<file path="src/rtl/tcdm_traffic_gen_pkg.sv">
// Shared types and helpers for the TCDM traffic generator.
// Pure definitions: no state, no latency, no flow control.
package tcdm_traffic_gen_pkg;

  typedef enum logic [1:0] {
    UNIFORM  = 2'd0,
    LINEAR   = 2'd1,
    CONSTANT = 2'd2
  } mode_e;

  typedef enum logic [1:0] {
    IDLE  = 2'd0,
    RUN   = 2'd1,
    DRAIN = 2'd2,
    DONE  = 2'd3
  } state_e;

  localparam logic [31:0] LfsrPoly = 32'h80200003;

  function automatic logic [31:0] rotl32(input logic [31:0] x, input int unsigned n);
    int unsigned s;
    s = n % 32;
    return (s == 0) ? x : ((x << s) | (x >> (32 - s)));
  endfunction

  function automatic logic [31:0] sat_inc32(input logic [31:0] x);
    return (&x) ? x : x + 32'd1;
  endfunction

  // Encoding 3 is reserved and behaves as constant-address mode.
  function automatic mode_e to_mode(input logic [1:0] m);
    case (m)
      2'd0:    return UNIFORM;
      2'd1:    return LINEAR;
      default: return CONSTANT;
    endcase
  endfunction

endpackage

</file>
<file path="src/rtl/tcdm_tg_lfsr.sv">
// 32-bit Galois LFSR with synchronous load and step enable; a zero seed loads as 1.
// next_o is the value the register takes at the coming edge, so callers can act on it a cycle early.
module tcdm_tg_lfsr
  import tcdm_traffic_gen_pkg::*;
(
  input  logic        clk_i,
  input  logic        rst_ni,
  input  logic        load_i,
  input  logic        en_i,
  input  logic [31:0] seed_i,
  output logic [31:0] next_o
);

  logic [31:0] state_q;

  always_comb begin
    next_o = state_q;
    if (load_i) begin
      next_o = (seed_i == 32'd0) ? 32'd1 : seed_i;
    end else if (en_i) begin
      next_o = {1'b0, state_q[31:1]} ^ (state_q[0] ? LfsrPoly : 32'd0);
    end
  end

  always_ff @(posedge clk_i or negedge rst_ni) begin
    if (!rst_ni) begin
      state_q <= 32'd1;
    end else begin
      state_q <= next_o;
    end
  end

endmodule

</file>
<file path="src/rtl/tcdm_traffic_gen.sv">
// TCDM initiator issuing random/linear/constant word accesses and collecting handshake statistics.
// All outputs registered; a request is held until gnt_i and its response is expected one cycle later.
module tcdm_traffic_gen
  import tcdm_traffic_gen_pkg::*;
#(
  parameter int unsigned DataWidth   = 32,
  parameter int unsigned AddrWidth   = 32,
  parameter int unsigned NumBanks    = 16,
  parameter int unsigned MemAddrBits = 12
) (
  input  logic                   clk_i,
  input  logic                   rst_ni,
  input  logic                   start_i,
  input  logic [1:0]             mode_i,
  input  logic [8:0]             p_req_i,
  input  logic [31:0]            num_cycles_i,
  input  logic [31:0]            seed_i,
  input  logic                   wr_en_i,
  output logic                   busy_o,
  output logic                   done_o,
  output logic                   err_o,
  output logic                   req_o,
  output logic [AddrWidth-1:0]   add_o,
  output logic                   wen_o,
  output logic [DataWidth-1:0]   wdata_o,
  output logic [DataWidth/8-1:0] be_o,
  input  logic                   gnt_i,
  input  logic                   vld_i,
  input  logic [DataWidth-1:0]   rdata_i,
  output logic [31:0]            req_cnt_o,
  output logic [31:0]            gnt_cnt_o,
  output logic [31:0]            wait_cnt_o,
  output logic [31:0]            sig_o
);

  localparam int unsigned BankBits = $clog2(NumBanks);
  localparam int unsigned IdxW     = BankBits + MemAddrBits;
  localparam int unsigned WOff     = $clog2(DataWidth / 8);

  state_e               state_q;
  mode_e                mode_q, mode_eff;
  logic [8:0]           p_req_q, p_eff;
  logic                 wr_en_q, wr_eff;
  logic [31:0]          cyc_q;
  logic [IdxW-1:0]      idx_q, idx_d, word_idx;
  logic [31:0]          lfsr_d;
  logic                 out_q, out_rd_q;
  logic                 starting, grant, free, run_next, hit, issue;
  logic [AddrWidth-1:0] add_d;
  logic [DataWidth-1:0] wdata_d;
  logic [31:0]          rdata32;

  tcdm_tg_lfsr u_lfsr (
    .clk_i  (clk_i),
    .rst_ni (rst_ni),
    .load_i (starting),
    .en_i   ((state_q == RUN) || (state_q == DRAIN)),
    .seed_i (seed_i),
    .next_o (lfsr_d)
  );

  // Request fields are built from the LFSR value of the cycle in which req_o will be high.
  always_comb begin
    starting = (state_q == IDLE) && start_i;
    grant    = req_o && gnt_i;
    free     = !req_o || gnt_i;
    mode_eff = starting ? to_mode(mode_i) : mode_q;
    p_eff    = starting ? p_req_i : p_req_q;
    wr_eff   = starting ? wr_en_i : wr_en_q;

    if (starting) begin
      idx_d = seed_i[IdxW-1:0];
    end else if (grant && (mode_q == LINEAR)) begin
      idx_d = idx_q + 1'b1;
    end else begin
      idx_d = idx_q;
    end

    word_idx = (mode_eff == UNIFORM) ? lfsr_d[IdxW-1:0] : idx_d;
    add_d = '0;
    add_d[WOff +: IdxW] = word_idx;

    wdata_d = '0;
    for (int i = 0; i < int'(DataWidth); i++) begin
      wdata_d[i] = lfsr_d[i % 32];
    end

    run_next = starting ? (num_cycles_i != 32'd0)
                        : ((state_q == RUN) && (cyc_q != 32'd1));
    hit      = {1'b0, lfsr_d[7:0]} < p_eff;
    issue    = run_next && free && hit;
    rdata32  = 32'(rdata_i);
  end

  always_ff @(posedge clk_i or negedge rst_ni) begin
    if (!rst_ni) begin
      state_q    <= IDLE;
      mode_q     <= UNIFORM;
      p_req_q    <= '0;
      wr_en_q    <= 1'b0;
      cyc_q      <= '0;
      idx_q      <= '0;
      out_q      <= 1'b0;
      out_rd_q   <= 1'b0;
      busy_o     <= 1'b0;
      done_o     <= 1'b0;
      err_o      <= 1'b0;
      req_o      <= 1'b0;
      add_o      <= '0;
      wen_o      <= 1'b0;
      wdata_o    <= '0;
      be_o       <= '0;
      req_cnt_o  <= '0;
      gnt_cnt_o  <= '0;
      wait_cnt_o <= '0;
      sig_o      <= '0;
    end else begin
      done_o   <= 1'b0;
      idx_q    <= idx_d;
      out_q    <= grant;
      out_rd_q <= grant && !wen_o;

      // A held request is only ever released by its grant, never by the end of RUN.
      if (issue) begin
        req_o   <= 1'b1;
        add_o   <= add_d;
        wen_o   <= wr_eff && lfsr_d[8];
        wdata_o <= wdata_d;
        be_o    <= '1;
      end else if (grant) begin
        req_o   <= 1'b0;
      end

      if (starting) begin
        req_cnt_o  <= '0;
        gnt_cnt_o  <= '0;
        wait_cnt_o <= '0;
        sig_o      <= '0;
        err_o      <= 1'b0;
      end else begin
        if (grant) begin
          req_cnt_o <= sat_inc32(req_cnt_o);
          gnt_cnt_o <= sat_inc32(gnt_cnt_o);
        end
        if (req_o && !gnt_i) begin
          wait_cnt_o <= sat_inc32(wait_cnt_o);
        end
        if (vld_i != out_q) begin
          err_o <= 1'b1;
        end
        if (vld_i && out_rd_q) begin
          sig_o <= rotl32(sig_o, 1) ^ rdata32;
        end
      end

      case (state_q)
        IDLE: begin
          if (start_i) begin
            mode_q  <= mode_eff;
            p_req_q <= p_req_i;
            wr_en_q <= wr_en_i;
            cyc_q   <= num_cycles_i;
            busy_o  <= 1'b1;
            state_q <= (num_cycles_i == 32'd0) ? DRAIN : RUN;
          end
        end
        RUN: begin
          cyc_q <= cyc_q - 32'd1;
          if (cyc_q == 32'd1) begin
            state_q <= DRAIN;
          end
        end
        DRAIN: begin
          // A response due this cycle is settled this cycle, so only a held request blocks completion.
          if (!req_o) begin
            state_q <= DONE;
            busy_o  <= 1'b0;
            done_o  <= 1'b1;
          end
        end
        DONE: begin
          state_q <= IDLE;
        end
        default: begin
          state_q <= IDLE;
        end
      endcase
    end
  end

endmodule

</file>
<file path="config.mk">
export PLATFORM = sky130hd
export DESIGN_NAME = tcdm_traffic_gen
export DESIGN_NICKNAME = d
export VERILOG_FILES = /design/src/rtl/tcdm_traffic_gen_pkg.sv /design/src/rtl/tcdm_tg_lfsr.sv /design/src/rtl/tcdm_traffic_gen.sv
export SDC_FILE = /design/constraint.sdc
export NUM_CORES = 1
export LEC_CHECK = 0
export BUFFER_PORTS_ARGS = -buffer_cell sky130_fd_sc_hd__buf_2
export CORE_MARGIN = 1
export CORE_UTILIZATION = 40
export DETAILED_ROUTE_END_ITERATION = 10
export SETUP_SLACK_MARGIN = 0.4
export SLEW_MARGIN = 30
export SYNTH_ARGS = -nofsm -noshare
export SYNTH_HDL_FRONTEND = slang
export SYNTH_SLANG_ARGS = --single-unit
</file>
<file path="constraint.sdc">
create_clock -name clk_i -period 3.6 [get_ports clk_i]
set_input_delay 0.54 -clock clk_i [delete_from_list [all_inputs] [get_ports clk_i]]
set_output_delay 0.54 -clock clk_i [all_outputs]
set_load 0.01 [all_outputs]
</file>
==> impl_results.md, run 1 <==
- Clock latency on the worst-skew pair: 0.51 ns
- Fin Hold WS: 0.248 ns
- Crit-path cells: inv_1 -> ha_4 -> mux2i_1 -> a21oi_2 -> ha_1 -> a21o_1 -> a21oi_2 -> a21oi_2 -> a211oi_2 -> o2111ai_4 -> buf_12 -> clkbuf_16 -> mux2_1
- Drt initial violations: 664
- Post-synth top area cell: dfrtp_1
- Mean Syn Cell Area: 9.77 µm²
- Worst slew margin: 33.9%
- Overflow after GRT: 0
- Fin crit period: 3.14 ns
- Final clock skew: 0.0209 ns
- Slowest stage cell, crit path: dfrtp_1
- All-Layer GR Usage: 21.3%
- Reg area: 6960 µm²
- Yosys cell types: 68
- Final Max Slew Viols: 0
- CP Max Fanout: 7
- Cell mode on critical path: a21oi_2
- First-pass detailed-route iteration total: 7
- Nets: 1894
- Starting Density: 41.0%
- Top cell type's share of synthesized area: 48.4%
- Post-DR vias/cell: 5.33
- Vias in the first global route: 11300
- Die W: 191 µm
- Dominant cells by area after synthesis: dfrtp_1, xnor2_1, nor2_1
- Prevailing post-synth register cell: dfrtp_1
- FP Rows: 68
- Outcome: completed
- Area of the multi-input gates: 7010 µm²
- Vias: 12000
- Total Routed Length: 40300 µm
- CTS tree: done
- Post-Synthesis Cell Area: 14300 µm²
- Worst setup path class: reg -> reg
- Final period util: 87.2%
- CTS sink count: 278
- Share of cells above drive strength 1: 24.6%
- Critical path data arrival time: 3.53 ns
- Die Y: 191 µm
- Synth Register Bits: 278
- Cts bufs inserted: 34
- Synth Warn #: 0
- First-pass GRT wire length: 62300 µm
- Hold WC Path Type: in -> reg
- Die area: 36600 µm²
- Max_cap viols: 0
- DR WL/cell: 17.9 µm
- Detail Route Antenna Nets: 0
- Clk root buf: clkbuf_16
- Post-Synthesis Cells: 1465
- Achievable Freq: 0.319 GHz
- Worst Path Required: 3.99 ns
- IO Pins: 314
- Power Density: 814 nW/µm²
- Async SR Flop Fraction: 100%
- Number of synthesized flops with an enable pin: 0
- H-tree levels: 2
- Worst slew pin tran: 0.991 ns
- Bufs on Longest Clock Path: 3
- Flop2flop setup slack: 0.46 ns
- Synth-to-Final Area Change: 24.1%
- Final GP Congestion: 0.835
- Initial antenna violation count: 5
- CP max stage delay: 0.36 ns
- Final setup viols: 0
- CP Capture Type: register
- Number of remaining DRC errors: 0
- Maximum VDD drop: 0.474 mV
- Setup_tns: 0 ns
- Final hold vios: 0
- Seq/Total Area, Yosys: 48.6%
- Leak: 8.02 nW
- CTS clk-pin slew, worst paths: 0.06 ns
- Port bufs: 297
- Post-DP HPWL: 27600 µm
- Core area: 34900 µm²
- Fill count: 3276
- Unrepaired setup endpoints after global routing: false
- Largest net degree at the start of global routing: 98
- Nature of the critical path startpoint: register
-- layout by cell type (no fill, tap or decap), types with 6 or more instances in the layout --
| master | netlist | routed |
|---|---|---|
| inv_1 | 31 | 31 |
| clkbuf_16 | 0 | 37 |
| o21ai_0 | 49 | 49 |
| clkbuf_8 | 0 | 11 |
| clkbuf_1 | 54 | 8 |
| o31ai_1 | 6 | 6 |
| nor3_1 | 38 | 37 |
| dfrtp_1 | 277 | 277 |
| conb_1 | 1 | 16 |
| a41oi_1 | 7 | 7 |
| nand3_1 | 53 | 53 |
| a21oi_1 | 88 | 81 |
| a31oi_1 | 7 | 7 |
| buf_4 | 20 | 32 |
| mux2_1 | 49 | 49 |
| and3_1 | 17 | 17 |
| nor2_1 | 187 | 186 |
| and4_1 | 11 | 11 |
| mux2_2 | 8 | 8 |
| xor2_1 | 39 | 39 |
| o22a_1 | 8 | 8 |
| mux2i_1 | 44 | 42 |
| ha_1 | 16 | 14 |
| a21o_1 | 6 | 6 |
| xnor2_1 | 87 | 87 |
| o22ai_1 | 7 | 7 |
| o211ai_1 | 7 | 7 |
| o21ai_1 | 16 | 15 |
| nor4_1 | 29 | 28 |
| a211oi_1 | 35 | 34 |
| nor4_2 | 7 | 8 |
| buf_2 | 10 | 296 |
| a21oi_2 | 0 | 7 |
| nand2b_1 | 10 | 10 |
| nand4_1 | 34 | 34 |
| nand2_1 | 111 | 110 |
| or3_1 | 16 | 16 |
-- final timing paths --
| check | startpoint | endpoint | cells after the start |
|---|---|---|---|
| worst max register to register | state_q[1] | wdata_o[2] | 13 |
| worst max-delay path | state_q[1] | wdata_o[2] | 13 |
| worst min-delay path | wr_en_i | wr_en_q | 3 |
| worst min register to register | wr_en_q | wr_en_q | 2 |
| min in group asynchronous | rst_ni | gnt_cnt_o[20] | 2 |
| max in group asynchronous | rst_ni | gnt_cnt_o[7] | 3 |
-- critical path: cells and delay by family (launching register included) --
family                     cells  cell delay (ns)
AOI/OAI and AO/OA              6             1.01
adders and majority gates      2             0.64
DFF                            1             0.36
muxes                          2             0.54
buffers and inverters          3             0.46
-- power breakdown --
part	switching (mW)	total, mW	internal, mW
Combinational	3.39	6.06	2.67
Sequential	0.740	4.89	4.15
Clock	1.34	3.50	2.17
Total	5.47	14.5	8.99
-- metrics by stage --
step / worst slack [ns] / cell area [µm²] / total power [mW] / std cells / util [%]
after floorplan: 0.401 / 14500 / 8.69 / 1480 / -
final: 0.461 / 17800 / 14.5 / 2249 / 50.9
after CTS: 0.401 / 17400 / 14.0 / 2224 / 50.0
after global routing: 0.335 / 17800 / 15.5 / 2249 / 50.9
after detailed placement: 0.154 / 16300 / 10.4 / 2161 / 46.6
after global placement: 0.282 / 16200 / 10.3 / 2161 / 46.6
-- synthesized netlist by cell type, drive strengths merged (4+ instances only) --
library cell	count
mux2	57
nor3b	4
xor2	39
nor4	38
o22a	8
a31oi	7
or3	16
o22ai	7
nand3	53
o21ai	65
inv	31
nor3	39
ha	16
nand2b	10
or2	4
a41oi	7
a21o	6
nor2b	4
a2bb2oi	4
mux2i	44
o211ai	8
and4	11
nand4b	4
nor2	187
nand4	35
buf	40
a211oi	35
o31ai	6
xnor2	87
and2	5
a21oi	88
dfrtp	277
nand2	111
clkbuf	54
and3	17
-- state kept, by name, indices dropped and copies added, names as in the netlist, 2 cells and up --
signal          cells
sig_o              32
cyc_q              32
state_q             2
p_req_q             9
wait_cnt_o         32
gnt_cnt_o          32
u_lfsr.state_q     32
mode_q              2
idx_q              16
wdata_o            32
add_o              16
req_cnt_o          32
-- cell type report --
cell class | instances | share of cell area [%]
clock buffer | 54 | 5.95
inverter | 31 | 0.655
timing repair buffer | 341 | 10.9
clock inverter | 8 | 0.634
multi-input combinational | 1079 | 39.4
sequential | 278 | 39.2
tap | 455 | 3.20
antenna | 3 | 0.0423
-- per-layer routing --
metal  GRT usage [%]  wire (µm)
met5               0         23
met3            3.84       2300
met4            7.14       1030
met2            33.5      18600
met1            29.6      18400
-- cells by family (layout without fill, tap and decap cells) --
logic type	after synthesis	after routing	synth area share [%]
other	1	19	0.0262
buffers and inverters	125	434	3.94
adders and majority gates	16	16	1.40
xor gates and xnor gates	126	126	7.71
AOI/OAI and AO/OA	270	270	11.8
muxes	101	101	7.56
DFF	278	278	48.6
and+or+nand+nor	548	550	19.0
-- repair_timing --
item                       in CTS  in global routing
cloned                          0                  7
hold endpoints to repair       31                  0
gates resized for setup         2                 18
setup endpoints to repair      49                 51
pin swaps                       1                  5
setup buffers                   0                 15
hold buffers                    1                  0
(Power assumes the default switching activity.)
==> inputs of run 2 (changes only) <==
--- a/config.mk
+++ b/config.mk
@@ -9,6 +9,7 @@
 export CORE_MARGIN = 1
 export CORE_UTILIZATION = 40
 export DETAILED_ROUTE_END_ITERATION = 10
+export MAX_ROUTING_LAYER = met4
 export SETUP_SLACK_MARGIN = 0.4
 export SLEW_MARGIN = 30
 export SYNTH_ARGS = -nofsm -noshare
==> run 2 against run 1 <==
Effect of this change: power up 0.35%; global-route usage increased by 0.64 points; clock-buffer cell count is the same; combinational power rose by 1%; die area did not move; register-to-register slack about the same; critical path type unchanged; largest power group unchanged.
==> impl_results.md, run 2 (synthesized netlist as in run 1, its figures left out) <==
- Hold path start: wr_en_i
- Setup crit start: state_q[1]
- DR WL/cell: 17.9 µm
- Finished Core Util: 51.0%
- Bufs on Longest Clock Path: 3
- Synth-to-Final Area Change: 24.3%
- Leak: 8.04 nW
- H-tree levels: 2
- Core area: 34900 µm²
- Initial antenna violation count: 5
- Setup ws final: 0.473 ns
- Final GP Congestion: 0.848
- Worst slew margin: 35.0%
- Maximum VDD drop: 0.451 mV
- CTS sink count: 278
- Hold Crit Endpoint: wr_en_q
- Placed cell area: 16300 µm²
- First-pass GRT wire length: 62200 µm
- Detail Route Antenna Nets: 0
- Die W: 191 µm
- Final instance area: 17800 µm²
- Final clock skew: 0.0194 ns
- Worst Path Required: 3.99 ns
- Met1 usage in global routing: 29.6%
- Grt met3 use: 3.86%
- Final setup viols: 0
- Starting Density: 41.0%
- Power Density: 815 nW/µm²
- Number of remaining DRC errors: 0
- Most common cell after layout, fill and taps aside: buf_2
- Max_cap viols: 0
- Vias in the first global route: 11400
- IO Pins: 314
- Overflow after GRT: 0
- Cts bufs inserted: 34
- Cell depth of the worst flop-to-flop path: 13
- Post-DR vias/cell: 5.33
- Hold WC Path Type: in -> reg
- Most used routing layer: met2
- Nets: 1895
- Reg-to-Reg End: wdata_o[2]
- All-Layer GR Usage: 22.0%
- WHS Path Cells: 3
- Worst slack, placed: 0.154 ns
- Vias: 12000
- Final hold vios: 0
- Setup_tns: 0 ns
- Outcome: completed
- Met2 Use GR: 33.5%
- Unrepaired setup endpoints after global routing: false
- Most frequent cells in the layout: buf_2, dfrtp_1, nor2_1
- Nature of the critical path startpoint: register
- CTS tree: done
- Clock latency on the worst-skew pair: 0.51 ns
- CTS clk-pin slew, worst paths: 0.06 ns
- FP Rows: 68
- Die area: 36600 µm²
- Achievable Freq: 0.320 GHz
- Final Max Slew Viols: 0
- Final period util: 86.9%
- CP Max Fanout: 7
- Post-DP HPWL: 27600 µm
- Fin crit period: 3.13 ns
- Share of cells above drive strength 1: 24.6%
- Worst slew pin tran: 0.974 ns
- Die Y: 191 µm
- Critical path data arrival time: 3.51 ns
- Drt initial violations: 756
- Total Routed Length: 40400 µm
- R2r startpoint: state_q[1]
- Worst setup path class: reg -> reg
- Clk root buf: clkbuf_16
- First-pass detailed-route iteration total: 5
- Port bufs: 297
- Largest net degree at the start of global routing: 98
- CP Capture Type: register
- Flop2flop setup slack: 0.47 ns
==> run 2: cell types whose count changed in the layout (fill, tap and decap cells not counted), sizes merged <==
cell    delta
clkbuf     +1
diode      +2
==> run 2: area by class of cell <==
class,instances,area [µm²]
Fill cell,3276,17100
Multi-Input combinational cell,1079,7000
Sequential cell,278,6960
Timing Repair Buffer,342,1970
Clock buffer,54,1060
Tap cell,455,569
Inverter,31,116
Clock inverter,8,113
Antenna cell,5,12.5
==> run 2: how the worst max path moves through the flow <==
stage | to | slack [ns] | cells past startpoint
5_1_grt | add_o[7] | 0.34 | 14
2_1_floorplan | add_o[11] | 0.40 | 16
3_5_place_dp | wdata_o[0] | 0.15 | 13
6_report | wdata_o[2] | 0.47 | 13
4_1_cts | wdata_o[0] | 0.40 | 13
3_3_place_gp | add_o[14] | 0.28 | 13
==> run 2: through the flow <==
| step | cells | hold WS [ns] | total power [mW] |
|---|---|---|---|
| detailed placement | 2161 | 0.459 | 10.4 |
| CTS | 2224 | 0.231 | 14.0 |
| floorplan | 1480 | 0.244 | 8.69 |
| global placement | 2161 | 0.456 | 10.3 |
| global route | 2252 | 0.253 | 15.5 |
| finish | 2252 | 0.249 | 14.5 |
==> run 2: repair_timing <==
action                                  in CTS  in global routing
hold buffers                                 1                  0
gates resized for setup                      2                 17
endpoints found under the setup margin      49                 51
buffers inserted                             0                 15
hold endpoints to repair                    31                  0
pin swaps                                    1                  5
cloned                                       0                  8
==> run 2: per-layer routing <==
metal  share of wire, %  vias up
met2                 47      351
met4                2.4        0
met3                5.4       58
met1                 46     5786
met5                  0        -
li1                   -     5817
==> run 2: worst max-delay path, cell delays in order (launching register included) <==
cell and delay (ns):
dfrtp_1 0.36, inv_1 0.09, ha_4 0.33, mux2i_1 0.22, a21oi_2 0.09, ha_1 0.31
a21o_1 0.21, a21oi_2 0.16, a21oi_2 0.07, a211oi_2 0.32, o2111ai_4 0.15, buf_12 0.20
clkbuf_16 0.16, mux2_1 0.31
==> run 2: report_power, final <==
group / internal, mW / leakage (nW) / total (mW) / switching [mW]
combinational: 2.71 / 3.98 / 6.12 / 3.41
sequential: 4.15 / 3.49 / 4.89 / 0.738
clock: 2.17 / 0.578 / 3.50 / 1.33
